===== config.mk =====
export PLATFORM = sky130hd
export DESIGN_NAME = seg7_capture_flat
export DESIGN_NICKNAME = d
export VERILOG_FILES = /design/src/rtl/seg7_capture_if.sv /design/src/rtl/seg7_capture.sv /design/src/flat_wrapper.sv
export SDC_FILE = /design/constraint.sdc
export NUM_CORES = 1
export LEC_CHECK = 0
export BUFFER_PORTS_ARGS = -buffer_cell sky130_fd_sc_hd__buf_2
export CORE_ASPECT_RATIO = 1.75
export CORE_MARGIN = 2
export CORE_UTILIZATION = 40
export CTS_CLUSTER_SIZE = 16
export DETAILED_ROUTE_END_ITERATION = 12
export PLACE_DENSITY_LB_ADDON = 0.05
export SKIP_LAST_GASP = 1
export SLEW_MARGIN = 15
export SYNTH_ARGS = -nofsm -noshare
export SYNTH_HDL_FRONTEND = slang
export SYNTH_SLANG_ARGS = --single-unit

===== constraint.sdc =====
create_clock -name clk -period 3.8 [get_ports clk]
set_input_delay 0.95 -clock clk [delete_from_list [all_inputs] [get_ports clk]]
set_output_delay 0.95 -clock clk [all_outputs]
set_load 0.01 [all_outputs]

===== src/rtl/seg7_capture_if.sv =====
// Seven-segment bus and decoded-digit bundle shared by seg7_capture and whatever drives or observes it.
// The slave side is the decoder; the master side drives the display pins and reads the digits.
interface seg7_capture_if;
    logic [6:0] seg_in;
    logic [3:0] sel_n;
    logic [3:0] num1;
    logic [3:0] num2;
    logic [3:0] num3;
    logic [3:0] num4;
    logic [3:0] digit_vld;
    logic       frame_done;
    logic       err;

    modport master (
        output seg_in, sel_n,
        input  num1, num2, num3, num4, digit_vld, frame_done, err
    );

    modport slave (
        input  seg_in, sel_n,
        output num1, num2, num3, num4, digit_vld, frame_done, err
    );
endinterface


===== src/rtl/seg7_capture.sv =====
// Decodes a multiplexed common-anode seven-segment scan bus back into four hex digits,
// filtering scan transitions and ghosting with a synchronizer plus a stability counter.
module seg7_capture #(
    parameter int SYNC_STAGES   = 2,
    parameter int STABLE_CYCLES = 4
) (
    input  logic         clk,
    input  logic         rst,
    seg7_capture_if.slave bus
);

    localparam int CNT_W = $clog2(STABLE_CYCLES + 1);
    localparam logic [CNT_W-1:0] CNT_SAT    = CNT_W'(STABLE_CYCLES);
    localparam logic [CNT_W-1:0] CNT_ACCEPT = CNT_W'(STABLE_CYCLES - 2);

    logic [10:0]      sync_q [SYNC_STAGES];
    logic [10:0]      sync_d [SYNC_STAGES];
    logic [10:0]      prev_q, prev_d;
    logic [CNT_W-1:0] cnt_q, cnt_d;
    logic [3:0]       num_q [4];
    logic [3:0]       num_d [4];
    logic [3:0]       vld_q, vld_d;
    logic [3:0]       mask_q, mask_d;
    logic             frame_done_q, frame_done_d;
    logic             err_q, err_d;

    logic [10:0] sample;
    logic [3:0]  smp_sel_n;
    logic [6:0]  smp_seg;
    logic [3:0]  sel_dig;
    logic [3:0]  mask_set;
    logic [4:0]  dec;
    logic        accept;

    // Returns {hit, value}; any code outside the hex font is a miss.
    function automatic logic [4:0] decode(input logic [6:0] s);
        case (s)
            7'b0000001: decode = {1'b1, 4'h0};
            7'b1001111: decode = {1'b1, 4'h1};
            7'b0010010: decode = {1'b1, 4'h2};
            7'b0000110: decode = {1'b1, 4'h3};
            7'b1001100: decode = {1'b1, 4'h4};
            7'b0100100: decode = {1'b1, 4'h5};
            7'b0100000: decode = {1'b1, 4'h6};
            7'b0001101: decode = {1'b1, 4'h7};
            7'b0000000: decode = {1'b1, 4'h8};
            7'b0001100: decode = {1'b1, 4'h9};
            7'b0001000: decode = {1'b1, 4'hA};
            7'b1100000: decode = {1'b1, 4'hB};
            7'b0110001: decode = {1'b1, 4'hC};
            7'b1000010: decode = {1'b1, 4'hD};
            7'b0110000: decode = {1'b1, 4'hE};
            7'b0111000: decode = {1'b1, 4'hF};
            default:    decode = 5'b0;
        endcase
    endfunction

    assign sample    = sync_q[SYNC_STAGES-1];
    assign smp_sel_n = sample[10:7];
    assign smp_seg   = sample[6:0];
    // Bit i of sel_dig is digit D(i+1); sel_n lists D1 in its MSB.
    assign sel_dig   = ~{smp_sel_n[0], smp_sel_n[1], smp_sel_n[2], smp_sel_n[3]};
    assign mask_set  = mask_q | sel_dig;
    assign dec       = decode(smp_seg);
    assign accept    = (sample == prev_q) && (cnt_q == CNT_ACCEPT);

    always_comb begin
        // NOTE: every signal gets a default first so no path leaves it unassigned (no latch).
        sync_d[0] = {bus.sel_n, bus.seg_in};
        for (int i = 1; i < SYNC_STAGES; i++) sync_d[i] = sync_q[i-1];
        prev_d       = sample;
        cnt_d        = cnt_q;
        vld_d        = vld_q;
        mask_d       = mask_q;
        frame_done_d = 1'b0;
        err_d        = 1'b0;
        for (int i = 0; i < 4; i++) num_d[i] = num_q[i];

        if (sample != prev_q)    cnt_d = '0;
        else if (cnt_q != CNT_SAT) cnt_d = cnt_q + 1'b1;

        if (accept && (sel_dig != 4'b0000)) begin
            if ($onehot(sel_dig) && dec[4]) begin
                for (int i = 0; i < 4; i++) if (sel_dig[i]) num_d[i] = dec[3:0];
                vld_d = vld_q | sel_dig;
                if (&mask_set) begin
                    frame_done_d = 1'b1;
                    mask_d       = 4'b0000;
                end else begin
                    mask_d = mask_set;
                end
            end else begin
                err_d = 1'b1;
            end
        end
    end

    // NOTE: the digit registers are a small array of flops, so they are cleared in reset like any other state.
    always_ff @(posedge clk or posedge rst) begin
        if (rst) begin
            for (int i = 0; i < SYNC_STAGES; i++) sync_q[i] <= '1;
            for (int i = 0; i < 4; i++) num_q[i] <= '0;
            prev_q       <= '1;
            cnt_q        <= '0;
            vld_q        <= '0;
            mask_q       <= '0;
            frame_done_q <= 1'b0;
            err_q        <= 1'b0;
        end else begin
            // NOTE: non-blocking so every flop samples the pre-edge value of its neighbours.
            for (int i = 0; i < SYNC_STAGES; i++) sync_q[i] <= sync_d[i];
            for (int i = 0; i < 4; i++) num_q[i] <= num_d[i];
            prev_q       <= prev_d;
            cnt_q        <= cnt_d;
            vld_q        <= vld_d;
            mask_q       <= mask_d;
            frame_done_q <= frame_done_d;
            err_q        <= err_d;
        end
    end

    assign bus.num1       = num_q[0];
    assign bus.num2       = num_q[1];
    assign bus.num3       = num_q[2];
    assign bus.num4       = num_q[3];
    assign bus.digit_vld  = vld_q;
    assign bus.frame_done = frame_done_q;
    assign bus.err        = err_q;

endmodule


===== src/flat_wrapper.sv =====
// flat-port wrapper written by rule: the top's interface ports become plain ports
module seg7_capture_flat 
#(
    parameter int SYNC_STAGES   = 2,
    parameter int STABLE_CYCLES = 4
)
  (clk, rst, bus_seg_in, bus_sel_n, bus_num1, bus_num2, bus_num3, bus_num4, bus_digit_vld, bus_frame_done, bus_err);
  seg7_capture_if bus_i ();
  input  logic clk;
  input  logic rst;
  input wire logic [$bits(bus_i.seg_in)-1:0] bus_seg_in;
  input wire logic [$bits(bus_i.sel_n)-1:0] bus_sel_n;
  output wire logic [$bits(bus_i.num1)-1:0] bus_num1;
  output wire logic [$bits(bus_i.num2)-1:0] bus_num2;
  output wire logic [$bits(bus_i.num3)-1:0] bus_num3;
  output wire logic [$bits(bus_i.num4)-1:0] bus_num4;
  output wire logic [$bits(bus_i.digit_vld)-1:0] bus_digit_vld;
  output wire logic [$bits(bus_i.frame_done)-1:0] bus_frame_done;
  output wire logic [$bits(bus_i.err)-1:0] bus_err;
  assign bus_i.seg_in = bus_seg_in;
  assign bus_i.sel_n = bus_sel_n;
  assign bus_num1 = bus_i.num1;
  assign bus_num2 = bus_i.num2;
  assign bus_num3 = bus_i.num3;
  assign bus_num4 = bus_i.num4;
  assign bus_digit_vld = bus_i.digit_vld;
  assign bus_frame_done = bus_i.frame_done;
  assign bus_err = bus_i.err;
  seg7_capture #(.SYNC_STAGES(SYNC_STAGES), .STABLE_CYCLES(STABLE_CYCLES)) u_core (.clk(clk), .rst(rst), .bus(bus_i));
endmodule

==> results summary <==
Routability-driven placement finished with a final weighted congestion of 0.715. The initialized floorplan defines 41 standard-cell rows. Setup repair after global routing left no endpoint under its margin.

For this run the aggregate overflow at the end of global routing stands at 0. The tree is rooted in a sky130_fd_sc_hd__clkbuf_16. The worst endpoint data arrival time is 3.41 ns. The number of detailed-routing iterations run before antenna repair is 4. The kind of critical path is flop to flop. The clock network accounts for 51.7% of the total power.

The switching share of power is 21.8%. Buffers inserted to repair hold after CTS numbered 0. TritonCTS built the clock tree. Along the worst path, the maximum fanout reaches 6. Detailed placement ended at an HPWL of 3930 microns. The slew at the pin closest to its max-slew limit came out at 0.935 ns. The core region area is 0.00708 sq mm. The first global-routing pass estimated 9090 microns of wire. Of all flip-flops after synthesis, the portion carrying an async set or reset was 100%.

The worst setup path is launched from a flop. STA classifies the critical path endpoint as a flop. The min-delay analysis places its worst path in the category flop to flop. The number of pins with negative max-slew slack in the final report is 0. In the routed design, unresolved DRC markers number 0. The fraction of the cycle the final worst path needs came out at 84.3%. Among all flip-flop cells after synthesis, the most frequent one is sky130_fd_sc_hd__dfstp_2. The layout overhead on the synthesized area is 18.5%.

The cell leakage power is 1.57 nW. The fraction of the yosys area taken by sequential cells is 55.3%. The flow ran to the end, and the final reports show no timing, DRC or antenna violations. The average size of a mapped cell is 13.5 sq um. The number of flops mapped to enable cells by yosys is 0. After clock tree synthesis, the repair step resized 0 gates.

Entering global routing, the biggest net connects 45 pins. The later pin in the worst-skew pair is clocked with a latency of 0.33 ns. The number of global-route vias before repair was 1785. The clock-pin slew reported for the worst setup and hold paths after clock tree synthesis is 0.05 ns. The area of the mapped netlist came out at 0.00288 sq mm.

The part of the power in registers came out at 43.5%. The number of top-level pins is 35. The final instance area is 0.00341 sq mm.

The flip-flop and latch count after synthesis came out at 62. During placement, the flow inserted port buffers numbering 34. The number of different library cells in the post-synthesis netlist is 55. After detailed routing, the average wire length per cell comes to 16.1 microns. The tree built by TritonCTS fans out to 62 sinks. The highest clock frequency the design can meet came out at 312 MHz. The average via count per standard cell is 5.03. The post-route setup TNS is 0 ns. Combinational logic is responsible for 4.8% of the overall power.

The cell-internal power is 1.29 mW. The post-route total power is 1.65 mW. In the final design database the tool counted 276 nets. The y dimension of the die came out at 116 microns. The die is 68.1 microns wide. The post-synthesis net count is 236.

Cells with a size suffix above 1 make up 43.6% of the layout. The slowest stage of the critical path is the sky130_fd_sc_hd__dfstp_2 cell. The total power divided by cell area is 485 mW/mm^2. The cell that appears most often on the critical path is sky130_fd_sc_hd__ha_1. 0 antenna diodes ended up in the layout. The critical path required time came out at 4.01 ns. The cell count after synthesis came out at 214. The setup-violating endpoint count in the final report is 0. CTS built an H-tree with a depth of 3.

The starting utilization of the core area is 40.7%. The net switching power of the design is 0.360 mW. The peak per-stage delay on the critical path came out at 0.59 ns. The worst clock skew came out at 0.00590 ns. The die covers 0.00792 sq mm. The clock period could shrink to 3.20 ns. The deepest clock path buffer count came out at 2. The number of clock buffers inserted by TritonCTS came out at 9. For this run, the total global-route usage over all layers was measured as 16.0%.

The DRC violation total after the first TritonRoute iteration is 88. The routed layout has 1735 vias. The signal on the critical path passes through inv_1 > ha_1 > ha_1 > fa_1 > nor2_1 > nand2_1 > a31o_1 > a311oi_4 > mux2_4. The routed design has 5560 microns of wire.

The number of max-cap violations is 0. The maximum vdd ir drop came out at 0.266 mV. The placement-stage cell area is 0.00310 sq mm. The number of antenna violations at the first check in global routing is 0. The setup slack on the worst flop-to-flop path is 0.60 ns.

The tightest hold path in the finished design has a slack of 0.352 ns. The remaining number of nets flagged by the antenna check after routing is 0. For this run, the number of Yosys warnings is 0. Post-CTS timing repair inserted 0 buffers for setup. The final-report hold violation count came out at 0.

The relative slew slack is 37.6%.
==> cell type report <==
cell class              instances  area (sq um)
repair buffers                 36           185
inverters                      20          75.1
multi-input cells             125          1140
clock inverters                 7          88.8
fillers                       653          3670
well taps                      86           108
flip-flops and latches         62          1590
clock buffers                   9           225
==> metal layers <==
metal | global-route usage [%] | share of wire, % | wire, microns | vias to the layer above
li1 | - | - | - | 828
met1 | 18.8 | 40 | 2250 | 869
met2 | 26.1 | 54 | 3000 | 27
met3 | 4.53 | 3.4 | 189 | 11
met4 | 8.00 | 2.4 | 131 | 0
met5 | 0 | 0 | 0 | -
==> worst paths after layout <==
path                       cells after the start            endpoint        startpoint
setup / recovery                               9  u_core.bus.num1[3]  u_core.prev_d[7]
hold / removal                                 0    u_core.prev_d[3]  u_core.sync_d[3]
setup reg to reg                               9  u_core.bus.num1[3]  u_core.prev_d[7]
hold reg to reg                                0    u_core.prev_d[3]  u_core.sync_d[3]
max in group asynchronous                      3    u_core.prev_q[1]               rst
min in group asynchronous                      2     u_core.cnt_q[2]               rst
==> power by group through the flow <==
stage                     sequential [mW]  clock (mW)  combinational (mW)
after floorplan                     0.715           0              0.0728
after global placement              0.729           0              0.0807
after detailed placement            0.730           0              0.0819
after CTS                           0.720       0.872              0.0820
after global routing                0.723       0.910              0.0900
final                               0.720       0.855              0.0795
==> logic make-up after synthesis <==
logic type	after synthesis	share of synthesized area, %
mux	16	6.95
compound gates	33	11.6
flops	62	55.3
xor+xnor	16	4.87
buf+inv	27	5.17
simple gates	51	11.9
fa+ha+maj	9	4.17
==> cell usage in the layout, fill, tap and decap left out, types with 6 or more instances in the layout <==
cell type,count
sky130_fd_sc_hd__mux2_4,8
sky130_fd_sc_hd__xor2_1,14
sky130_fd_sc_hd__nand3_1,6
sky130_fd_sc_hd__dfstp_2,33
sky130_fd_sc_hd__dfrtp_1,29
sky130_fd_sc_hd__nor2_1,9
sky130_fd_sc_hd__inv_1,19
sky130_fd_sc_hd__ha_1,8
sky130_fd_sc_hd__clkbuf_16,9
sky130_fd_sc_hd__mux2i_1,8
sky130_fd_sc_hd__buf_2,34
==> synthesized netlist by cell type (2+ instances only) <==
library cell	number	share of area, %
sky130_fd_sc_hd__nor3b_1	2	0.52
sky130_fd_sc_hd__nand4_1	3	0.65
sky130_fd_sc_hd__mux2_4	8	4.2
sky130_fd_sc_hd__o22ai_1	3	0.65
sky130_fd_sc_hd__mux2i_1	8	2.8
sky130_fd_sc_hd__nor4_1	2	0.43
sky130_fd_sc_hd__nor2_1	9	1.2
sky130_fd_sc_hd__o21ai_0	4	0.70
sky130_fd_sc_hd__dfrtp_1	29	25
sky130_fd_sc_hd__a21oi_1	5	0.87
sky130_fd_sc_hd__o21ba_2	4	1.4
sky130_fd_sc_hd__ha_1	8	3.5
sky130_fd_sc_hd__clkbuf_8	2	0.96
sky130_fd_sc_hd__a211oi_1	2	0.52
sky130_fd_sc_hd__nor3_1	3	0.52
sky130_fd_sc_hd__or2_1	3	0.65
sky130_fd_sc_hd__or2_2	2	0.43
sky130_fd_sc_hd__nand3_1	6	1.0
sky130_fd_sc_hd__dfstp_2	33	30
sky130_fd_sc_hd__nand2_1	5	0.65
sky130_fd_sc_hd__inv_1	20	2.6
sky130_fd_sc_hd__a311oi_4	4	3.6
sky130_fd_sc_hd__xor2_1	14	4.3
sky130_fd_sc_hd__xnor2_1	2	0.61
sky130_fd_sc_hd__buf_6	3	1.2
==> state kept, by name, indices dropped and copies added, names as in the netlist, 4 cells and up <==
register,flops
u_core.bus.num2,4
u_core.bus.num4,4
u_core.prev_d,11
u_core.sync_d,11
u_core.bus.digit_vld,4
u_core.prev_q,11
u_core.bus.num1,4
u_core.bus.num3,4
u_core.mask_q,4
==> worst max-delay path: cells and delay by family, from the launching register on <==
kind	cells	cell delay (ns)
compound gates	2	0.87
fa+ha+maj	3	0.95
buf+inv	1	0.08
flops	1	0.59
mux	1	0.34
simple gates	2	0.24
==> stage by stage <==
step | setup WS [ns] | util [%] | cells
floorplan | 0.838 | - | 214
CTS | 0.581 | 48.2 | 345
detailed placement | 0.583 | 43.8 | 329
global route | 0.453 | 48.2 | 345
global placement | 0.622 | 43.8 | 329
finish | 0.597 | 48.2 | 345
Note: power is estimated with default switching activity, not from simulation.
